### src/rtl/rs_latch_sequencer.sv
// rs_latch_sequencer: arbitrates set/clear requests into fixed-width active-low
// pulses on notS/notR of an rs_flipflop. Each pulse is followed by a recovery gap
// and a one-cycle acknowledge. notS and notR are never low together, and both
// return high the moment nReset asserts.
//
// Optional feature macro: READBACK_CHECK_EN (Q readback compare, sticky err).
//
// Ports:
//   Clock    - system clock, rising edge
//   nReset   - asynchronous active-low reset
//   set_req  - set request (level, held until set_ack)
//   clr_req  - clear request (level, held until clr_ack)
//   Q        - rs_flipflop output readback
//   notS     - active-low set drive
//   notR     - active-low reset drive
//   set_ack  - one-cycle pulse, set complete
//   clr_ack  - one-cycle pulse, clear complete
//   busy     - high whenever the sequencer is not idle
//   err      - sticky readback mismatch flag
module rs_latch_sequencer #(
    parameter int unsigned PULSE_CYCLES = 4,
    parameter int unsigned GAP_CYCLES   = 2
) (
    input  logic Clock,
    input  logic nReset,
    input  logic set_req,
    input  logic clr_req,
    input  logic Q,
    output logic notS,
    output logic notR,
    output logic set_ack,
    output logic clr_ack,
    output logic busy,
    output logic err
);

    localparam int unsigned CW = 4;

    typedef enum logic [1:0] {
        IDLE    = 2'd0,
        PULSE_S = 2'd1,
        PULSE_R = 2'd2,
        GAP     = 2'd3
    } state_t;

    state_t        state;
    logic [CW-1:0] count;
    logic          last_set;   // 1: set was served last, 0: clear was served last

`ifndef READBACK_CHECK_EN
    logic unused_q;
    assign unused_q = Q;
`endif

    // State machine and registered outputs. Outputs are a registered decode of
    // the current state, so each drive follows its state by one cycle and only
    // one pulse state can ever be decoded at a time.
    always_ff @(posedge Clock or negedge nReset) begin
        if (!nReset) begin
            state    <= IDLE;
            count    <= '0;
            last_set <= 1'b0;
            notS     <= 1'b1;
            notR     <= 1'b1;
            set_ack  <= 1'b0;
            clr_ack  <= 1'b0;
            busy     <= 1'b0;
            err      <= 1'b0;
        end else begin
            notS    <= (state != PULSE_S);
            notR    <= (state != PULSE_R);
            busy    <= (state != IDLE);
            set_ack <= (state == GAP) && (count == '0) && last_set;
            clr_ack <= (state == GAP) && (count == '0) && !last_set;

`ifdef READBACK_CHECK_EN
            // Q is checked in the ack cycle against the value just written.
            if ((set_ack && !Q) || (clr_ack && Q)) begin
                err <= 1'b1;
            end
`else
            err <= 1'b0;
`endif

            case (state)
                IDLE: begin
                    // On a tie, serve the type opposite to the last one served.
                    if (set_req && (!clr_req || !last_set)) begin
                        state    <= PULSE_S;
                        count    <= CW'(PULSE_CYCLES - 1);
                        last_set <= 1'b1;
                    end else if (clr_req) begin
                        state    <= PULSE_R;
                        count    <= CW'(PULSE_CYCLES - 1);
                        last_set <= 1'b0;
                    end
                end
                PULSE_S, PULSE_R: begin
                    if (count == '0) begin
                        state <= GAP;
                        count <= CW'(GAP_CYCLES - 1);
                    end else begin
                        count <= count - CW'(1);
                    end
                end
                GAP: begin
                    if (count == '0) begin
                        state <= IDLE;
                    end else begin
                        count <= count - CW'(1);
                    end
                end
                default: begin
                    state <= IDLE;
                    count <= '0;
                end
            endcase
        end
    end

endmodule

### config.mk
export PLATFORM = sky130hd
export DESIGN_NAME = rs_latch_sequencer
export DESIGN_NICKNAME = d
export VERILOG_FILES = /design/src/rtl/rs_latch_sequencer.sv
export SDC_FILE = /design/constraint.sdc
export NUM_CORES = 1
export LEC_CHECK = 0
export ABC_AREA = 1
export CAP_MARGIN = 25
export CORE_MARGIN = 10
export CORE_UTILIZATION = 51
export CTS_BUF_LIST = sky130_fd_sc_hd__clkbuf_8
export DETAILED_ROUTE_END_ITERATION = 7
export GPL_TIMING_DRIVEN = 0
export PLACE_DENSITY = 0.74
export SYNTH_ARGS = -nofsm -noshare
export SYNTH_HDL_FRONTEND = slang
export SYNTH_SLANG_ARGS = --single-unit
### constraint.sdc
create_clock -name Clock -period 1.5 [get_ports Clock]
set_clock_uncertainty 0.05 [all_clocks]
set_input_delay 0.3 -clock Clock [delete_from_list [all_inputs] [get_ports Clock]]
set_output_delay 0.3 -clock Clock [all_outputs]
set_load 0.02 [all_outputs]
Yosys cells after proc, flatten, opt, wreduce, memory -nomap -nowiden --
Index checks and enable logic that the tools add are counted.
Word-level totals: register bits after elaboration 12, bits of input ports 5, logic and storage cells 45
Operators by class: add/sub/neg operators 1, equal/unequal tests 9, muxes and demuxes 12, reductions and logical operators 15
Operator list (count):
- $mux 4 | 4
- $pmux 4 s3 | 1
- $mux 2 | 4
- $ne 2x2->1 const B | 3
- $pmux 2 s3 | 1
- $eq 2x2->1 const B | 2
- $logic_and 1x1->1 | 4
- $logic_not 4->1 | 1
- $ne 2x1->1 const B | 2
- $reduce_and 2->1 | 2
- $reduce_bool 2->1 | 2
- $sub 4x1->4 const B | 1
- $ne 3x3->1 const B | 1
- $reduce_and 3->1 | 1
- $eq 2x1->1 const B | 1
- $logic_not 1->1 | 2
- $logic_not 2->1 | 1
- $mux 1 | 2
- $reduce_or 2->1 | 1
- $logic_or 1x1->1 | 1

Logic depth before layout (Yosys ltp) --
Gate-level depths: netlist of run 1.
word-level depth 5, mapped depth 9

Least setup slack after synthesis of run 1 --
Ideal clock, no wire load.
kind flip-flop to flip-flop, start point register state[0], end point register count[0], library setup time 121 ps, arrival time 1139 ps, path slack 191 ps, stages on the path, launching flop included 7, path buffers 0, period minus slack after synthesis 1309 ps, path through dfrtp_1 inv_1 ha_1 o21ai_0 nand3_1 nand2_1 o21ai_1
Between the ends: cells in the longest elaborated chain, start to end 3, elaborated cells on any way between the ends 9, classes of those cells eq/ne (5); mux (1); reduce/logical (3)
RTL lines:
- start: declaration | RTL line 46 | state_t state;
- start signal: assignment | RTL line 60 | state <= IDLE;
- start signal: assignment | RTL line 89 | state <= PULSE_S;
- start signal: assignment | RTL line 93 | state <= PULSE_R;
- $eq 2x1->1 (tied with other cells) | RTL line 85 | case (state)
- $reduce_or 2->1 (tied with other cells) | RTL line 85
- $pmux 4 s3 or $reduce_and 2->1 (tied branches)
- end signal: assignment | RTL line 90 | count <= CW'(PULSE_CYCLES - 1);
- end signal: assignment | RTL line 94 | count <= CW'(PULSE_CYCLES - 1);
- end signal: assignment | RTL line 101 | count <= CW'(GAP_CYCLES - 1);
- end: declaration | RTL line 47 | logic [CW-1:0] count;
Parallel ways exist; a longest one is shown, timed or not. A chain may end at the register's enable or synchronous reset.

Final worst setup path of run 1 --
start point register notS, end point output port notS
RTL lines:
- start: declaration | RTL line 29 | output logic notS,
- start signal: assignment | RTL line 70 | notS <= (state != PULSE_S);
No word-level cell between the ends.

==> results of run 1 <==
## power by group through the flow
stage | registers [W] | clock network (W) | logic (W)
2_1_floorplan | 0.000613 | 0 | 0.000751
3_3_place_gp | 0.000563 | 0 | 0.00102
3_5_place_dp | 0.000572 | 0 | 0.00104
4_1_cts | 0.000564 | 0.000310 | 0.00102
5_1_grt | 0.000584 | 0.000325 | 0.00127
6_report | 0.000564 | 0.000303 | 0.00109
## cells in the final DEF (no fill, tap or decap), drive strengths merged, types with 2 or more instances in the layout
cell type,synthesis,final
nand2,25,25
inv,16,17
dfrtp,10,10
nand3,7,7
nor2,6,6
o21ai,6,6
dlygate4sd2,0,5
ha,5,5
a21oi,3,3
clkbuf,0,3
clkdlybuf4s50,0,3
dfstp,2,2
## layer usage
metal | GRT usage | wire (um)
met2 | 0.1379 | 570
met3 | 0.04719 | 103
met4 | 0.08935 | 49
met5 | 0 | 0
met1 | 0.1051 | 626
## cells in the mapped netlist, drive strengths merged (2+ instances only)
cell type / n / share of area
a21oi: 3 / 0.022
inv: 16 / 0.088
o21ai: 6 / 0.049
dfrtp: 10 / 0.37
dfstp: 2 / 0.077
ha: 5 / 0.092
nor2: 6 / 0.044
nand3: 7 / 0.070
nand2: 25 / 0.15
## through the flow
stage / total power (W) / instances / hold slack (ns) / utilization
3_5_place_dp: 0.001613 / 108 / 0.3962 / 0.6086
2_1_floorplan: 0.001364 / 85 / -0.04559 / -
4_1_cts: 0.001896 / 112 / 0.3773 / 0.6388
5_1_grt: 0.002182 / 112 / 0.3935 / 0.6485
3_3_place_gp: 0.001581 / 108 / 0.3983 / 0.6086
6_report: 0.001957 / 112 / 0.3569 / 0.6485
## path summary, 6_finish.rpt
kind,startpoint,endpoint,slack [ns]
max in group asynchronous,nReset,notR$_DFF_PN1_,0.67
min in group Clock,last_set$_DFFE_PN0P_,clr_ack$_DFF_PN0_,0.40
min reg2reg,last_set$_DFFE_PN0P_,clr_ack$_DFF_PN0_,0.40
max,notS$_DFF_PN1_,notS,0.08
min,nReset,clr_ack$_DFF_PN0_,0.36
max reg2reg,state[0]$_DFFE_PN0P_,count[1]$_DFFE_PN0P_,0.13
## cell type report
type / count / area (um^2) / share of cell area
clock inverter: 1 / 3.754 / 0.004505
inverter: 17 / 65.06 / 0.07808
tap: 15 / 18.77 / 0.02252
multi-input combinational: 55 / 320.3 / 0.3844
timing repair buffer: 8 / 73.82 / 0.08859
clock buffer: 3 / 41.29 / 0.04955
sequential: 12 / 302.8 / 0.3634
buffer: 1 / 7.507 / 0.009009
## registers in the layout, indices dropped and copies added (netlist names)
signal	flops
count	4
state	2
busy	1
clr_ack	1
last_set	1
notR	1
notS	1
set_ack	1
## logic make-up after synthesis
| kind of cell | Yosys count | synth area share |
|---|---|---|
| adders and majority gates | 5 | 0.09158 |
| DFF | 12 | 0.4432 |
| and+or+nand+nor | 39 | 0.2711 |
| buffers and inverters | 18 | 0.1062 |
| AOI/OAI and AO/OA | 10 | 0.08241 |
| other | 1 | 0.005489 |
## repair_timing
action	4_1_cts	5_1_grt
endpoints found under the setup margin	5	5
buffers inserted	0	0
resized for setup	5	3
==> impl_table.tex, run 1 <==
\begin{tabular}{lr}
\hline
Metric & Value \\
\hline
\multicolumn{2}{l}{\textbf{Min path}} \\
\quad Kind of path behind the tightest hold check & in2async \\
\multicolumn{2}{l}{\textbf{Floorplanning}} \\
\quad Initial cell density of the core & 0.5316 \\
\quad Total core area & 0.001285 mm\^{}2 \\
\quad Number of ports placed on the die boundary & 11 \\
\quad Overall die height & 56.60 um \\
\quad Area of the die & 0.003204 mm\^{}2 \\
\quad FP Rows & 13 \\
\quad Floorplan die width & 56.60 um \\
\multicolumn{2}{l}{\textbf{Worst setup path}} \\
\quad Total stage count of the critical path & 1 \\
\quad Startpoint type of the worst setup path & flop \\
\quad Kind of cell adding the most delay to the critical path & flip-flops \\
\quad Maximum single-stage delay on the critical path & 0.51 ns \\
\quad Worst path cell trace & dlygate4sd2\_1 \\
\quad Cell count of the worst reg-to-reg path & 7 \\
\quad Cell type of the slowest stage on the worst timing path & dfstp\_2 \\
\quad Crit path kind & reg2out \\
\quad Maximum fanout count along the critical path & 1 \\
\quad Data required time of the worst path & 1.15 ns \\
\quad Number of buffer and inverter instances along the worst setup path & 1 \\
\quad WP data arrival & 1.07 ns \\
\quad Kind of capture point of the worst setup path & primary output \\
\multicolumn{2}{l}{\textbf{GRT}} \\
\quad GRT Overall Usage & 0.09819 \\
\quad Pin count of the biggest net entering global routing & 13 \\
\quad Initial antenna violation count & 0 \\
\quad Via count of the first global-routing pass & 592 \\
\quad Wire length of the first global-routing pass & 2511 um \\
\quad Remaining global-route overflow & 0 \\
\multicolumn{2}{l}{\textbf{Logic synthesis}} \\
\quad Number of standard cells after synthesis & 85 \\
\quad Register area share after synthesis & 0.4432 \\
\quad Fraction of registers with async set or reset after synthesis & 1.000 \\
\quad Net count after synthesis & 95 \\
\quad Post-Synthesis Mean Instance Area & 8.037 um\^{}2 \\
\quad Predominant post-synthesis flop cell & dfrtp\_1 \\
\quad Count of unique library cells instantiated by Yosys & 20 \\
\quad Synth Cell Area & 683.2 um\^{}2 \\
\quad Number of flops mapped to enable cells by yosys & 0 \\
\quad Synth Warn \# & 0 \\
\quad Flip-flop and latch count after synthesis & 12 \\
\multicolumn{2}{l}{\textbf{STA}} \\
\quad Timing-limited maximum frequency & 0.7052 GHz \\
\quad Transition time of the tightest slew-check pin & 0.5382 ns \\
\quad Hold Vio Cnt, Final & 0 \\
\quad Unrepaired setup endpoints after global routing & no \\
\quad Total negative slack for setup checks & 0 ns \\
\quad Setup ws final & 0.08202 ns \\
\quad Worst slew margin relative to its limit & 0.6401 \\
\quad Final cycle utilization of the critical path & 0.9453 \\
\quad Max-slew violation total from the final report & 0 \\
\quad Total of endpoints with negative setup slack in the final report & 0 \\
\quad Post-layout minimum cycle time & 1.418 ns \\
\multicolumn{2}{l}{\textbf{Place}} \\
\quad DP Area & 782.0 um\^{}2 \\
\quad Number of buffers added on ports & 8 \\
\quad Setup slack after placement & 0.02709 ns \\
\quad HPWL after detailed placement & 990.7 um \\
\quad GPL Wtd Cong & 0.8089 \\
\multicolumn{2}{l}{\textbf{Pwr}} \\
\quad Total internal power & 0.001086 W \\
\quad PD cells & 2349 mW/mm\^{}2 \\
\quad Switching share of power & 0.4452 \\
\quad Relative contribution of the clock network to total power & 0.155 \\
\quad Max VDD drop & 1567 uV \\
\quad Combinational share of power & 0.557 \\
\quad Static Leakage & 0.4518 nW \\
\quad Sequential cell fraction of total power & 0.288 \\
\quad P\_sw & 0.0008714 W \\
\multicolumn{2}{l}{\textbf{Routing}} \\
\quad Number of design rule violations left after detail routing & 0 \\
\quad Routed wirelength normalized by instance count & 12.04 um \\
\quad Count of routing violations after the opening detailed-route iteration & 8 \\
\quad Number of detailed-route iterations in the first pass & 4 \\
\quad Via count normalized by instance count & 4.884 \\
\quad Remaining antenna violation count & 0 \\
\quad Vias after detailed routing & 547 \\
\quad Total routed wirelength & 1349 um \\
\multicolumn{2}{l}{\textbf{Layout}} \\
\quad Layout overhead on the synthesized area & 21.98\% \\
\quad Final design area excluding fillers & 833.3 um\^{}2 \\
\quad Layout cells sized above 1 & 0.1753 \\
\quad Fill count & 125 \\
\quad Number of inserted diodes & 0 \\
\quad Final layout net count & 108 \\
\multicolumn{2}{l}{\textbf{Clock tree}} \\
\quad Post-cts hold buffer count & 0 \\
\quad Clock root cell & clkbuf\_8 \\
\quad Count of H-tree levels built during CTS & 1 \\
\quad Clock Sink Count & 12 \\
\quad CTS clk-pin slew, worst paths & 0.06 ns \\
\quad Buffer depth of the longest clock path & 2 \\
\quad Clock buffers created by TritonCTS & 3 \\
\quad Worst-skew pair later-pin latency & 0.25 ns \\
\quad Clock tree from TritonCTS & yes \\
\multicolumn{2}{l}{\textbf{Job}} \\
\quad Total of max-cap violations & 0 \\
\multicolumn{2}{l}{\textbf{Outcome}} \\
\quad Status & completed \\
\hline
\end{tabular}
No activity file was read; power rests on OpenSTA's default activity.
==> inputs of run 2 (changes only) <==
--- a/config.mk
+++ b/config.mk
@@ -7,12 +7,14 @@
 export LEC_CHECK = 0
 export ABC_AREA = 1
 export CAP_MARGIN = 25
+export CELL_PAD_IN_SITES_DETAIL_PLACEMENT = 0
+export CELL_PAD_IN_SITES_GLOBAL_PLACEMENT = 1
 export CORE_MARGIN = 10
-export CORE_UTILIZATION = 51
+export CORE_UTILIZATION = 39
 export CTS_BUF_LIST = sky130_fd_sc_hd__clkbuf_8
 export DETAILED_ROUTE_END_ITERATION = 7
 export GPL_TIMING_DRIVEN = 0
-export PLACE_DENSITY = 0.74
+export PLACE_DENSITY = 0.76
 export SYNTH_ARGS = -nofsm -noshare
 export SYNTH_HDL_FRONTEND = slang
 export SYNTH_SLANG_ARGS = --single-unit
==> impl_table.tex, run 2 (same netlist as run 1, synthesis figures left out) <==
\begin{tabular}{lr}
\hline
Metric & Value \\
\hline
\multicolumn{2}{l}{\textbf{Worst setup path}} \\
\quad Cell type of the slowest stage on the worst timing path & dfstp\_2 \\
\quad WP data arrival & 1.07 ns \\
\quad Maximum fanout count along the critical path & 1 \\
\quad Maximum single-stage delay on the critical path & 0.51 ns \\
\quad Kind of capture point of the worst setup path & primary output \\
\quad Kind of cell adding the most delay to the critical path & flip-flops \\
\quad Data required time of the worst path & 1.15 ns \\
\quad Number of buffer and inverter instances along the worst setup path & 1 \\
\quad Startpoint type of the worst setup path & flop \\
\quad Worst path cell trace & dlygate4sd2\_1 \\
\quad Crit path kind & reg2out \\
\multicolumn{2}{l}{\textbf{Layout}} \\
\quad Commonest cells after routing, fill and taps aside & 22 x nand2\_1, 13 x inv\_1, 10 x dfrtp\_1 \\
\quad End-of-flow core utilization & 0.5022 \\
\quad Layout cells sized above 1 & 0.2041 \\
\quad Final layout net count & 109 \\
\quad Largest register by flop count & count \\
\quad Number of inserted diodes & 0 \\
\quad Leading cell type in the layout, fill and taps excluded & nand2\_1 \\
\quad Largest registers & count x4, state x2 \\
\quad Layout overhead on the synthesized area & 24.18\% \\
\quad Fill count & 165 \\
\quad Number of flip-flops in the largest register & 4 \\
\multicolumn{2}{l}{\textbf{GRT}} \\
\quad Pin count of the biggest net entering global routing & 13 \\
\quad GRT Overall Usage & 0.07788 \\
\quad Remaining global-route overflow & 0 \\
\quad Via count of the first global-routing pass & 514 \\
\quad Wire length of the first global-routing pass & 2152 um \\
\quad Initial antenna violation count & 0 \\
\multicolumn{2}{l}{\textbf{Routing}} \\
\quad Via count normalized by instance count & 4.757 \\
\quad Routed wirelength normalized by instance count & 11.37 um \\
\quad Remaining antenna violation count & 0 \\
\quad Number of detailed-route iterations in the first pass & 4 \\
\quad Total routed wirelength & 1307 um \\
\quad Number of design rule violations left after detail routing & 0 \\
\quad Vias after detailed routing & 547 \\
\quad Count of routing violations after the opening detailed-route iteration & 7 \\
\multicolumn{2}{l}{\textbf{STA}} \\
\quad Total of endpoints with negative setup slack in the final report & 0 \\
\quad Transition time of the tightest slew-check pin & 0.5348 ns \\
\quad Worst slew margin relative to its limit & 0.6424 \\
\quad Hold Vio Cnt, Final & 0 \\
\quad Final cycle utilization of the critical path & 0.9462 \\
\quad Hold slack final & 0.3583 ns \\
\quad Unrepaired setup endpoints after global routing & no \\
\quad Post-layout minimum cycle time & 1.419 ns \\
\quad Timing-limited maximum frequency & 0.7045 GHz \\
\quad Max-slew violation total from the final report & 0 \\
\quad Total negative slack for setup checks & 0 ns \\
\multicolumn{2}{l}{\textbf{Place}} \\
\quad Number of buffers added on ports & 8 \\
\quad HPWL after detailed placement & 1003 um \\
\quad GPL Wtd Cong & 0.7275 \\
\multicolumn{2}{l}{\textbf{Job}} \\
\quad Total of max-cap violations & 0 \\
\multicolumn{2}{l}{\textbf{Clock tree}} \\
\quad Buffer depth of the longest clock path & 2 \\
\quad Clock root cell & clkbuf\_8 \\
\quad Clock buffers created by TritonCTS & 3 \\
\quad Post-cts hold buffer count & 0 \\
\quad Count of H-tree levels built during CTS & 1 \\
\quad Worst-skew pair later-pin latency & 0.24 ns \\
\quad Clock tree from TritonCTS & yes \\
\quad Clock Sink Count & 12 \\
\quad CTS clk-pin slew, worst paths & 0.06 ns \\
\multicolumn{2}{l}{\textbf{Floorplanning}} \\
\quad FP Rows & 15 \\
\quad Number of ports placed on the die boundary & 11 \\
\quad Overall die height & 61.86 um \\
\quad Initial cell density of the core & 0.4044 \\
\quad Floorplan die width & 61.86 um \\
\quad Total core area & 0.001689 mm\^{}2 \\
\quad Area of the die & 0.003826 mm\^{}2 \\
\multicolumn{2}{l}{\textbf{Min path}} \\
\quad Kind of path behind the tightest hold check & in2async \\
\multicolumn{2}{l}{\textbf{Pwr}} \\
\quad Static Leakage & 0.4577 nW \\
\quad Max VDD drop & 918.4 uV \\
\quad Total chip power & 0.001966 W \\
\quad PD cells & 2317 mW/mm\^{}2 \\
\multicolumn{2}{l}{\textbf{Outcome}} \\
\quad Status & completed \\
\hline
\end{tabular}
## run 2: power by group
group / total, W / internal [W] / leakage, nW / switching, W
clock: 0.000352 / 0.000232 / 0.0288 / 0.000121
sequential: 0.000562 / 0.000477 / 0.147 / 0.0000855
combinational: 0.00105 / 0.000402 / 0.282 / 0.000649
## run 2: path summary, 6_finish.rpt
| path | depth (start not counted) | slack, ns | start | to |
|---|---|---|---|---|
| max | 1 | 0.08 | notR$_DFF_PN1_ | notR |
| min | 1 | 0.36 | nReset | set_ack$_DFF_PN0_ |
| max reg2reg | 6 | 0.12 | state[0]$_DFFE_PN0P_ | count[0]$_DFFE_PN0P_ |
| min reg2reg | 1 | 0.39 | last_set$_DFFE_PN0P_ | clr_ack$_DFF_PN0_ |
| max in group asynchronous | 1 | 0.67 | nReset | notR$_DFF_PN1_ |
| min in group Clock | 1 | 0.39 | last_set$_DFFE_PN0P_ | clr_ack$_DFF_PN0_ |
## run 2: area by class of cell
cell class | instances | area (um^2) | area share
inverters | 17 | 65.06 | 0.07670
well taps | 17 | 21.27 | 0.02507
repair buffers | 9 | 81.33 | 0.09587
plain buffers | 1 | 7.507 | 0.008850
flip-flops and latches | 12 | 302.8 | 0.3569
multi-input cells | 55 | 315.3 | 0.3717
clock buffers | 4 | 55.05 | 0.06490
## run 2: stage by stage
step	setup WS (ns)	area (um^2)	cells
after detailed placement	0.01920	784.5	110
final	0.08065	848.3	115
after global routing	0.01436	848.3	115
after CTS	0.03736	833.3	114
after global placement	0.03795	784.5	110
after floorplan	0.1906	683.2	85
## run 2: repair_timing
| item | CTS | global route |
|---|---|---|
| setup endpoints to repair | 5 | 5 |
| endpoints found under the hold margin | 0 | 0 |
| buffers inserted | 0 | 1 |
| gates cloned | 0 | 0 |
| gates resized for setup | 5 | 2 |
## run 2: per-layer routing
layer	global-route usage	vias up	share of wire
met3	0.02439	4	0.064
met1	0.08962	244	0.48
met4	0.06688	0	0.018
li1	-	288	-
met2	0.1142	11	0.44
met5	0	-	0
